### config.mk
export PLATFORM = sky130hd
export DESIGN_NAME = mandel_scan_ctrl
export DESIGN_NICKNAME = d
export VERILOG_FILES = /design/src/rtl/mandel_scan_ctrl.sv
export SDC_FILE = /design/constraint.sdc
export NUM_CORES = 1
export LEC_CHECK = 0
export ABC_AREA = 1
export CAP_MARGIN = 0
export CORE_ASPECT_RATIO = 2
export CORE_MARGIN = 3
export CORE_UTILIZATION = 30
export CTS_BUF_LIST = sky130_fd_sc_hd__clkbuf_16
export CTS_CLUSTER_DIAMETER = 50
export CTS_CLUSTER_SIZE = 30
export DETAILED_ROUTE_END_ITERATION = 10
export HOLD_SLACK_MARGIN = 0.06
export MAX_ROUTING_LAYER = met4
export PLACE_DENSITY = 0.57
export RECOVER_POWER = 100
export REMOVE_ABC_BUFFERS = 1
export SLEW_MARGIN = 20
export SYNTH_ARGS = -nofsm -noshare
export SYNTH_HDL_FRONTEND = slang
export SYNTH_SLANG_ARGS = --single-unit
### constraint.sdc
create_clock -name CLK -period 1.9 [get_ports CLK]
set_input_delay 0.285 -clock CLK [delete_from_list [all_inputs] [get_ports CLK]]
set_output_delay 0.285 -clock CLK [all_outputs]
set_load 0.03 [all_outputs]
### src/rtl/mandel_scan_ctrl.sv
// -----------------------------------------------------------------------------
// mandel_scan_ctrl
//
// Frame-level initiator for a single pixel iteration engine. For each pixel of
// an H_RES x V_RES frame it issues (x, y) with a one-cycle gen_start pulse and
// waits for gen_ready. It then captures the iteration count and hands it,
// together with the linear pixel address, to the framebuffer writer over a
// valid/ready handshake.
//
// Optional feature macro: SCAN_ABORT_EN
//   When defined, the frame_abort input is present. frame_abort=1 in any
//   non-idle state returns the controller to IDLE and clears the scan
//   position. No frame_done pulse is produced in that case.
//
// Ports:
//   CLK            sole clock, rising edge
//   RST_N          asynchronous active-low reset
//   frame_start    one-cycle frame request, honoured only in IDLE
//   frame_abort    (SCAN_ABORT_EN only) abandon the current frame
//   frame_busy     high in every state except IDLE
//   frame_done     one-cycle pulse after the last pixel is accepted
//   gen_start      one-cycle start pulse to the engine
//   gen_x, gen_y   pixel coordinates, stable between gen_start pulses
//   gen_ready      engine result ready (combinational in the engine)
//   gen_iteration  engine iteration count, valid while gen_ready=1
//   pix_valid      output pixel valid
//   pix_ready      framebuffer writer accepts
//   pix_addr       linear address y*H_RES + x of the output pixel
//   pix_iter       captured iteration count
// -----------------------------------------------------------------------------
module mandel_scan_ctrl #(
    parameter int H_RES  = 640,
    parameter int V_RES  = 480,
    parameter int ITER_W = 65,
    parameter int ADDR_W = 19
) (
    input  logic              CLK,
    input  logic              RST_N,
    input  logic              frame_start,
`ifdef SCAN_ABORT_EN
    input  logic              frame_abort,
`endif
    output logic              frame_busy,
    output logic              frame_done,
    output logic              gen_start,
    output logic [11:0]       gen_x,
    output logic [11:0]       gen_y,
    input  logic              gen_ready,
    input  logic [ITER_W-1:0] gen_iteration,
    output logic              pix_valid,
    input  logic              pix_ready,
    output logic [ADDR_W-1:0] pix_addr,
    output logic [ITER_W-1:0] pix_iter
);

    typedef enum logic [1:0] {
        ST_IDLE  = 2'd0,
        ST_ISSUE = 2'd1,
        ST_WAIT  = 2'd2,
        ST_OUT   = 2'd3
    } state_t;

    localparam logic [11:0]       X_LAST   = 12'(H_RES - 1);
    localparam logic [11:0]       Y_LAST   = 12'(V_RES - 1);
    localparam logic [11:0]       XY_ONE   = 12'd1;
    localparam logic [ADDR_W-1:0] ADDR_ONE = ADDR_W'(1);

    state_t              state_r;
    state_t              state_s;
    logic [11:0]         x_r;
    logic [11:0]         y_r;
    logic [ADDR_W-1:0]   addr_r;
    logic [ADDR_W-1:0]   pix_addr_r;
    logic [ITER_W-1:0]   pix_iter_r;
    logic                frame_done_r;

    logic                last_pix_s;
    logic                start_s;
    logic                capture_s;
    logic                advance_s;
    logic                finish_s;
    logic                abort_s;

    // Last pixel of the frame: bottom-right corner.
    always_comb begin
        last_pix_s = (x_r == X_LAST) && (y_r == Y_LAST);
    end

    // Next-state decode and datapath strobes.
    always_comb begin
        state_s   = state_r;
        start_s   = 1'b0;
        capture_s = 1'b0;
        advance_s = 1'b0;
        finish_s  = 1'b0;
        abort_s   = 1'b0;
        case (state_r)
            ST_IDLE: begin
                // A request landing in the frame_done cycle is dropped so a
                // back-to-back restart always needs a fresh pulse in IDLE.
                if (frame_start && !frame_done_r) begin
                    state_s = ST_ISSUE;
                    start_s = 1'b1;
                end else begin
                    state_s = ST_IDLE;
                end
            end
            ST_ISSUE: begin
                // gen_ready is ignored here: it may still be high from the
                // previous pixel.
                state_s = ST_WAIT;
            end
            ST_WAIT: begin
                if (gen_ready) begin
                    state_s   = ST_OUT;
                    capture_s = 1'b1;
                end else begin
                    state_s = ST_WAIT;
                end
            end
            ST_OUT: begin
                if (pix_ready) begin
                    if (last_pix_s) begin
                        state_s  = ST_IDLE;
                        finish_s = 1'b1;
                    end else begin
                        state_s   = ST_ISSUE;
                        advance_s = 1'b1;
                    end
                end else begin
                    state_s = ST_OUT;
                end
            end
            default: begin
                state_s = ST_IDLE;
            end
        endcase
`ifdef SCAN_ABORT_EN
        // Abort overrides any transition, including an acceptance.
        if (frame_abort && (state_r != ST_IDLE)) begin
            state_s   = ST_IDLE;
            start_s   = 1'b0;
            capture_s = 1'b0;
            advance_s = 1'b0;
            finish_s  = 1'b0;
            abort_s   = 1'b1;
        end else begin
            abort_s = 1'b0;
        end
`endif
    end

    // State register.
    always_ff @(posedge CLK or negedge RST_N) begin
        if (!RST_N) begin
            state_r <= ST_IDLE;
        end else begin
            state_r <= state_s;
        end
    end

    // Scan position and linear address counter (no multiplier: addr simply
    // follows x/y in raster order).
    always_ff @(posedge CLK or negedge RST_N) begin
        if (!RST_N) begin
            x_r    <= 12'd0;
            y_r    <= 12'd0;
            addr_r <= '0;
        end else if (start_s || abort_s) begin
            x_r    <= 12'd0;
            y_r    <= 12'd0;
            addr_r <= '0;
        end else if (advance_s) begin
            addr_r <= addr_r + ADDR_ONE;
            if (x_r == X_LAST) begin
                x_r <= 12'd0;
                y_r <= y_r + XY_ONE;
            end else begin
                x_r <= x_r + XY_ONE;
            end
        end else begin
            x_r    <= x_r;
            y_r    <= y_r;
            addr_r <= addr_r;
        end
    end

    // Output pixel capture; held through backpressure until the next capture.
    always_ff @(posedge CLK or negedge RST_N) begin
        if (!RST_N) begin
            pix_addr_r <= '0;
            pix_iter_r <= '0;
        end else if (capture_s) begin
            pix_addr_r <= addr_r;
            pix_iter_r <= gen_iteration;
        end else begin
            pix_addr_r <= pix_addr_r;
            pix_iter_r <= pix_iter_r;
        end
    end

    // Frame completion pulse, high for the first IDLE cycle after the last pixel.
    always_ff @(posedge CLK or negedge RST_N) begin
        if (!RST_N) begin
            frame_done_r <= 1'b0;
        end else begin
            frame_done_r <= finish_s;
        end
    end

    assign frame_busy = (state_r != ST_IDLE);
    assign gen_start  = (state_r == ST_ISSUE);
    assign pix_valid  = (state_r == ST_OUT);
    assign frame_done = frame_done_r;
    assign gen_x      = x_r;
    assign gen_y      = y_r;
    assign pix_addr   = pix_addr_r;
    assign pix_iter   = pix_iter_r;

endmodule
* Yosys cells after proc, flatten, opt, wreduce, memory -nomap -nowiden
Cells that the tools add are included.
Word-level totals: word-level logic and storage cells 46, output and inout bits 112, flip-flop bits (word level) 130
Operators by class: $add $sub $neg 3, eq/ne operators 5, mux-type cells 23, reduce and logical (&&, ||, !) cells 8
Operators with widths (count):
- 12-bit two-way mux | 6
- 19-bit two-way mux | 2
- 12-bit by 1-bit adder with 12-bit output (second input constant) | 2
- 19-bit by 1-bit adder with 19-bit output (second input constant) | 1
- 1-bit two-way mux | 13
- 12-bit by 10-bit equality test with 1-bit output (second input constant) | 1
- 12-bit by 9-bit equality test with 1-bit output (second input constant) | 1
- 2-bit one-hot mux with 4 select lines | 1
- 2-bit nonzero test | 3
- 2-bit equality test (second input constant) | 2
- 2-bit by 1-bit equality test with 1-bit output (second input constant) | 1
- 1-bit logical AND | 2
- 2-bit logical NOT | 1
- 2-bit two-way mux | 1
- 2-bit AND reduction | 1
- 1-bit logical NOT | 1

* Depth between registers and ports, before layout
depth in word-level cells 7, gate-level depth with buffers 12, depth with buffers taken out 11

* Worst setup path before layout
Ideal clock, no wire load.
path kind reg-to-reg, start point register x_r[1], in the netlist gen_x[1], end point register y_r[7], in the netlist gen_y[7], buffers on the path 2, arrival 1.715 ns, cell stages (with the launch flop) 13, data required time 1.781 ns, setup time 0.119 ns, path slack 0.067 ns, path through dfrtp_1 -> ha_1 -> nand2_1 -> nor2_4 -> nand2_1 -> nor2_2 -> nand2_2 -> nand2_2 -> nand2_2 -> buf_6 -> buf_8 -> nand3_1 -> nand2_1
On the way: word-level cells in the longest chain between the ends 7, elaborated cells between the ends (all ways) 8, classes of those cells 1 x eq/ne; 3 x mux; 4 x reduce/logical
Ends and longest elaborated chain:
- start: declaration | RTL line 70 | logic [11:0] x_r;
- start signal: assignment | RTL line 179 | x_r <= x_r + XY_ONE;
- start signal: assignment | RTL line 182 | x_r <= x_r;
- 12-bit by 10-bit equality test with 1-bit output (*) | RTL line 86, 175
- 1-bit logical AND | RTL line 86 | last_pix_s = (x_r == X_LAST) && (y_r == Y_LAST);
- 1-bit two-way mux | RTL line 123 | if (last_pix_s) begin
- 1-bit two-way mux | RTL line 122 | if (pix_ready) begin
- 1-bit two-way mux | RTL line 97 | case (state_r)
- 2-bit nonzero test (no line)
- 2-bit AND reduction (no line) (*)
- end signal: assignment | RTL line 177 | y_r <= y_r + XY_ONE;
- end signal: assignment | RTL line 183 | y_r <= y_r;
- end: declaration | RTL line 71 | logic [11:0] y_r;
Mark *: on every way between the ends. The rest lies on a longest branch, timed or not. A chain may end at the register's enable or synchronous reset.

* Worst setup path in the final report
start point register y_r[8], in the netlist gen_y[8], end point output gen_y[8]
RTL lines:
- end: declaration | RTL line 47 | output logic [11:0] gen_y,
No word-level cell between the ends.

==> results.txt <==
The floorplan core area is 19500 um^2. Broken down by cell family, the worst path's largest delay share belongs to buffers and inverters. The first TritonRoute pass finished after 4 iterations.

The worst register-to-register path ends at pix_iter[11]. STA classifies the critical path endpoint as a primary output. The worst register-to-register path begins at state_r[1]. In this run the vertical extent of the chip is 206 um. The worst-path maximum fanout is 5.

Walking the worst path, the cells encountered are clkdlybuf4s50_1. The data required time of the critical path is 1.62 ns. The worst setup path is launched from a flop. The longest clock path from root to sink contains 2 buffers. The end-of-flow core utilization came out at 44.8%. The post-route antenna net violation count is 0. The effective utilization at floorplan came out at 30.7%.

The number of DRC markers in iteration 0 came out at 167. The I/O pin count is 182. The setup slack of the worst register-to-register path is 0.14 ns. At the pin with the least slew margin, the transition time is 0.988 ns. Among all flip-flop cells after synthesis, the most frequent one is dfrtp_1.

The number of nets in the final layout came out at 903. The final-report hold violation count came out at 0. The number of synthesized register bits is 130. The clock drives 130 sinks. The maximum level of the CTS H-tree is 4. The number of standard cells in the final layout excluding fillers is 1101. After clock tree synthesis, the clock-pin slew on the worst setup and hold paths is 0.06 ns. The cell with the largest stage delay on the worst path is clkdlybuf4s50_1. The antenna diode count is 0. Entering global routing, the biggest net connects 41 pins. The number of cells traversed by the worst hold path came out at 2. Detailed placement ended at an HPWL of 12.3 mm. Derived from the worst setup path, the maximum achievable clock frequency is 0.541 GHz. In this run the most critical hold path is launched from pix_addr[13].

Tracing the worst setup path back leads to its startpoint at gen_y[8]. The total power is 12.9 mW. Clock tree synthesis selected as its root buffer the cell clkbuf_16. The path with the worst hold slack has its endpoint at pix_addr[13]. The cell area after synthesis is 6010 um^2. The maximum ir drop on the vdd rail came out at 594 uV. Synthesis produced 627 cells. The length in cells of the worst reg-to-reg path is 3. The multi-input combinational cells in the finished layout cover a total of 2450 um^2. The number of placed instances, taps included, is 1069. The final layout contains routed wiring with a total length of 16.6 mm. Across the run, the number of max-cap violations was 0. The worst-case clock skew is 0.0140 ns.

The detail-routed net length per standard cell came out at 15.1 um. The site row count came out at 72. TritonCTS built the clock tree. The number of different library cells in the post-synthesis netlist came out at 29. The via-per-instance ratio came out at 4.54. Each instance of the synthesized netlist takes up on average 9.58 um^2. The clock reaches the later pin of the worst-skew pair after 0.42 ns. The total global routing track utilization came out at 16.1%. The count of final setup violators is 0.

The worst setup path category is reg2out. The global-route wire length before repair is 26.7 mm. The share of the clock period used by the worst path came out at 97.4%. The number of warnings reported in the yosys synthesis log came out at 0. Counting flops with an async set or reset pin after synthesis yields a share of 100%. The quantity of I/O buffers inserted on ports is 181. The relative slew slack is 34.2%. The final critical path time including I/O delays and setup is 1.85 ns. Counting the buffers created by CTS gives 17. The static leakage came out at 4.00 nW. The die extent in x is 106 um. The initial antenna violation count came out at 0. Dividing total power by cell area gives a power density of 1480 nW/um^2.

The overall overflow remaining after global route came out at 0. The data arrival time of the critical path is 1.56 ns. The post-synthesis sequential area ratio is 54.2%. The run finished with clean final reports. The area enclosed by the die boundary came out at 21900 um^2.

The filler cell count in the final layout came out at 1941. Setup repair after global routing left no endpoint under its margin. The count of flip-flops with a built-in enable after synthesis came out at 0. The highest cell delay on the worst timing path is 0.71 ns. The number of pins with negative max-slew slack in the final report came out at 0.

The via total after detailed routing is 4994. The depth of the critical timing path with buffers and inverters included came out at 1. The post-route netlist has 16.5% of its cells at a drive strength greater than 1. After detailed routing, the number of remaining DRC violations is 0. Compared with the post-synthesis result, the final layout area differs by 45.9%. The via count of the first global-routing pass is 5106. The path class of the tightest hold or removal check is reg2reg.

The footprint of the flip-flops and latches came out at 3250 um^2. At the end of routability-driven placement, the weighted congestion stood at 0.861. The total buffers and inverters traversed by the critical path is 1.
## through the flow
stage | worst slack, ns | setup TNS (ns) | hold WS [ns] | area [um^2]
detailed placement | 0.185 | 0 | 0.225 | 8290
global route | 0.00440 | 0 | 0.471 | 8760
CTS | 0.000129 | 0 | 0.348 | 8840
floorplan | -1.60 | -139.46 | -0.0106 | 5870
global placement | 0.219 | 0 | 0.229 | 8290
finish | 0.0502 | 0 | 0.479 | 8760
## power breakdown
part           internal [mW]  total, mW  switching [mW]
combinational           2.36       5.69            3.33
sequential              3.69       4.15           0.464
clock                   1.89       3.08            1.19
## cells by family after synthesis
| kind of cell | share of synthesized area [%] |
|---|---|
| and+or+nand+nor | 21.9 |
| muxes | 13.3 |
| buffers and inverters | 4.96 |
| AOI/OAI and AO/OA | 3.29 |
| DFF | 54.2 |
| adders and majority gates | 0.625 |
| xor gates and xnor gates | 1.75 |
## sequential cells by signal (all words and copies together) (netlist names)
register    flops
addr_r         19
frame_done      1
gen_x          12
gen_y          12
pix_addr       19
pix_iter       65
state_r         2
## layout make-up
class	count	share of cell area, %
well taps	259	3.70
flip-flops and latches	130	37.1
inverters	43	1.84
repair buffers	206	23.1
multi-input cells	432	28.0
clock inverters	14	1.43
clock buffers	17	4.86
## worst max-delay path by stage
stage,end,slack [ns]
4_1_cts,gen_y[0],0.0001
3_5_place_dp,addr_r[5],0.19
5_1_grt,gen_y[8],0.004
2_1_floorplan,pix_addr[10],-1.60
6_report,gen_y[8],0.05
3_3_place_gp,gen_x[5],0.22
## cell usage after synthesis (2+ instances only)
library cell	instances	area, um^2
ha_1	3	37.5
nand4_1	15	93.8
inv_1	42	158
buf_4	2	15.0
a31oi_1	2	12.5
dfrtp_1	130	3250
nor2_2	4	25.0
nor2_1	62	233
nand2_2	4	25.0
a21oi_1	6	30.0
o21ai_0	26	130
nand3_1	43	215
buf_8	2	30.0
mux2_2	71	800
nand2_1	171	642
nor2_4	2	22.5
o21ai_2	2	17.5
clkbuf_1	3	11.3
nand3_2	3	30.0
nor3_1	3	15.0
xor2_1	11	96.3
buf_2	13	65.1
## layer usage
| metal | part of all wire [%] | wire, um | track usage [%] |
|---|---|---|---|
| met3 | 3.3 | 546 | 3.34 |
| met2 | 58 | 9580 | 30.1 |
| met5 | 0 | 0 | - |
| met1 | 37 | 6160 | 16.1 |
| met4 | 1.8 | 295 | 6.39 |
## repair_timing
action	in CTS	in global routing
buffers inserted	0	0
endpoints found under the hold margin	34	0
hold buffers	1	0
setup endpoints to repair	5	6
gates resized for setup	5	6
## placed cells by master (no fill, tap or decap), drive strengths merged, types with 4 or more instances in the layout
cell type      Yosys  final
nor2              68     68
o21ai             28     28
nand2            175    175
nand3             46     46
inv               43     45
dlygate4sd2        0      5
mux2              71     71
xor2              11     11
clkinv             0      6
clkbuf             3     25
buf               19     21
a21oi              6      6
clkdlybuf4s50      0     90
dlygate4sd3        0     82
clkinvlp           0      4
nand4             15     15
dfrtp            130    130
Power figures use the tool's default switching activity.
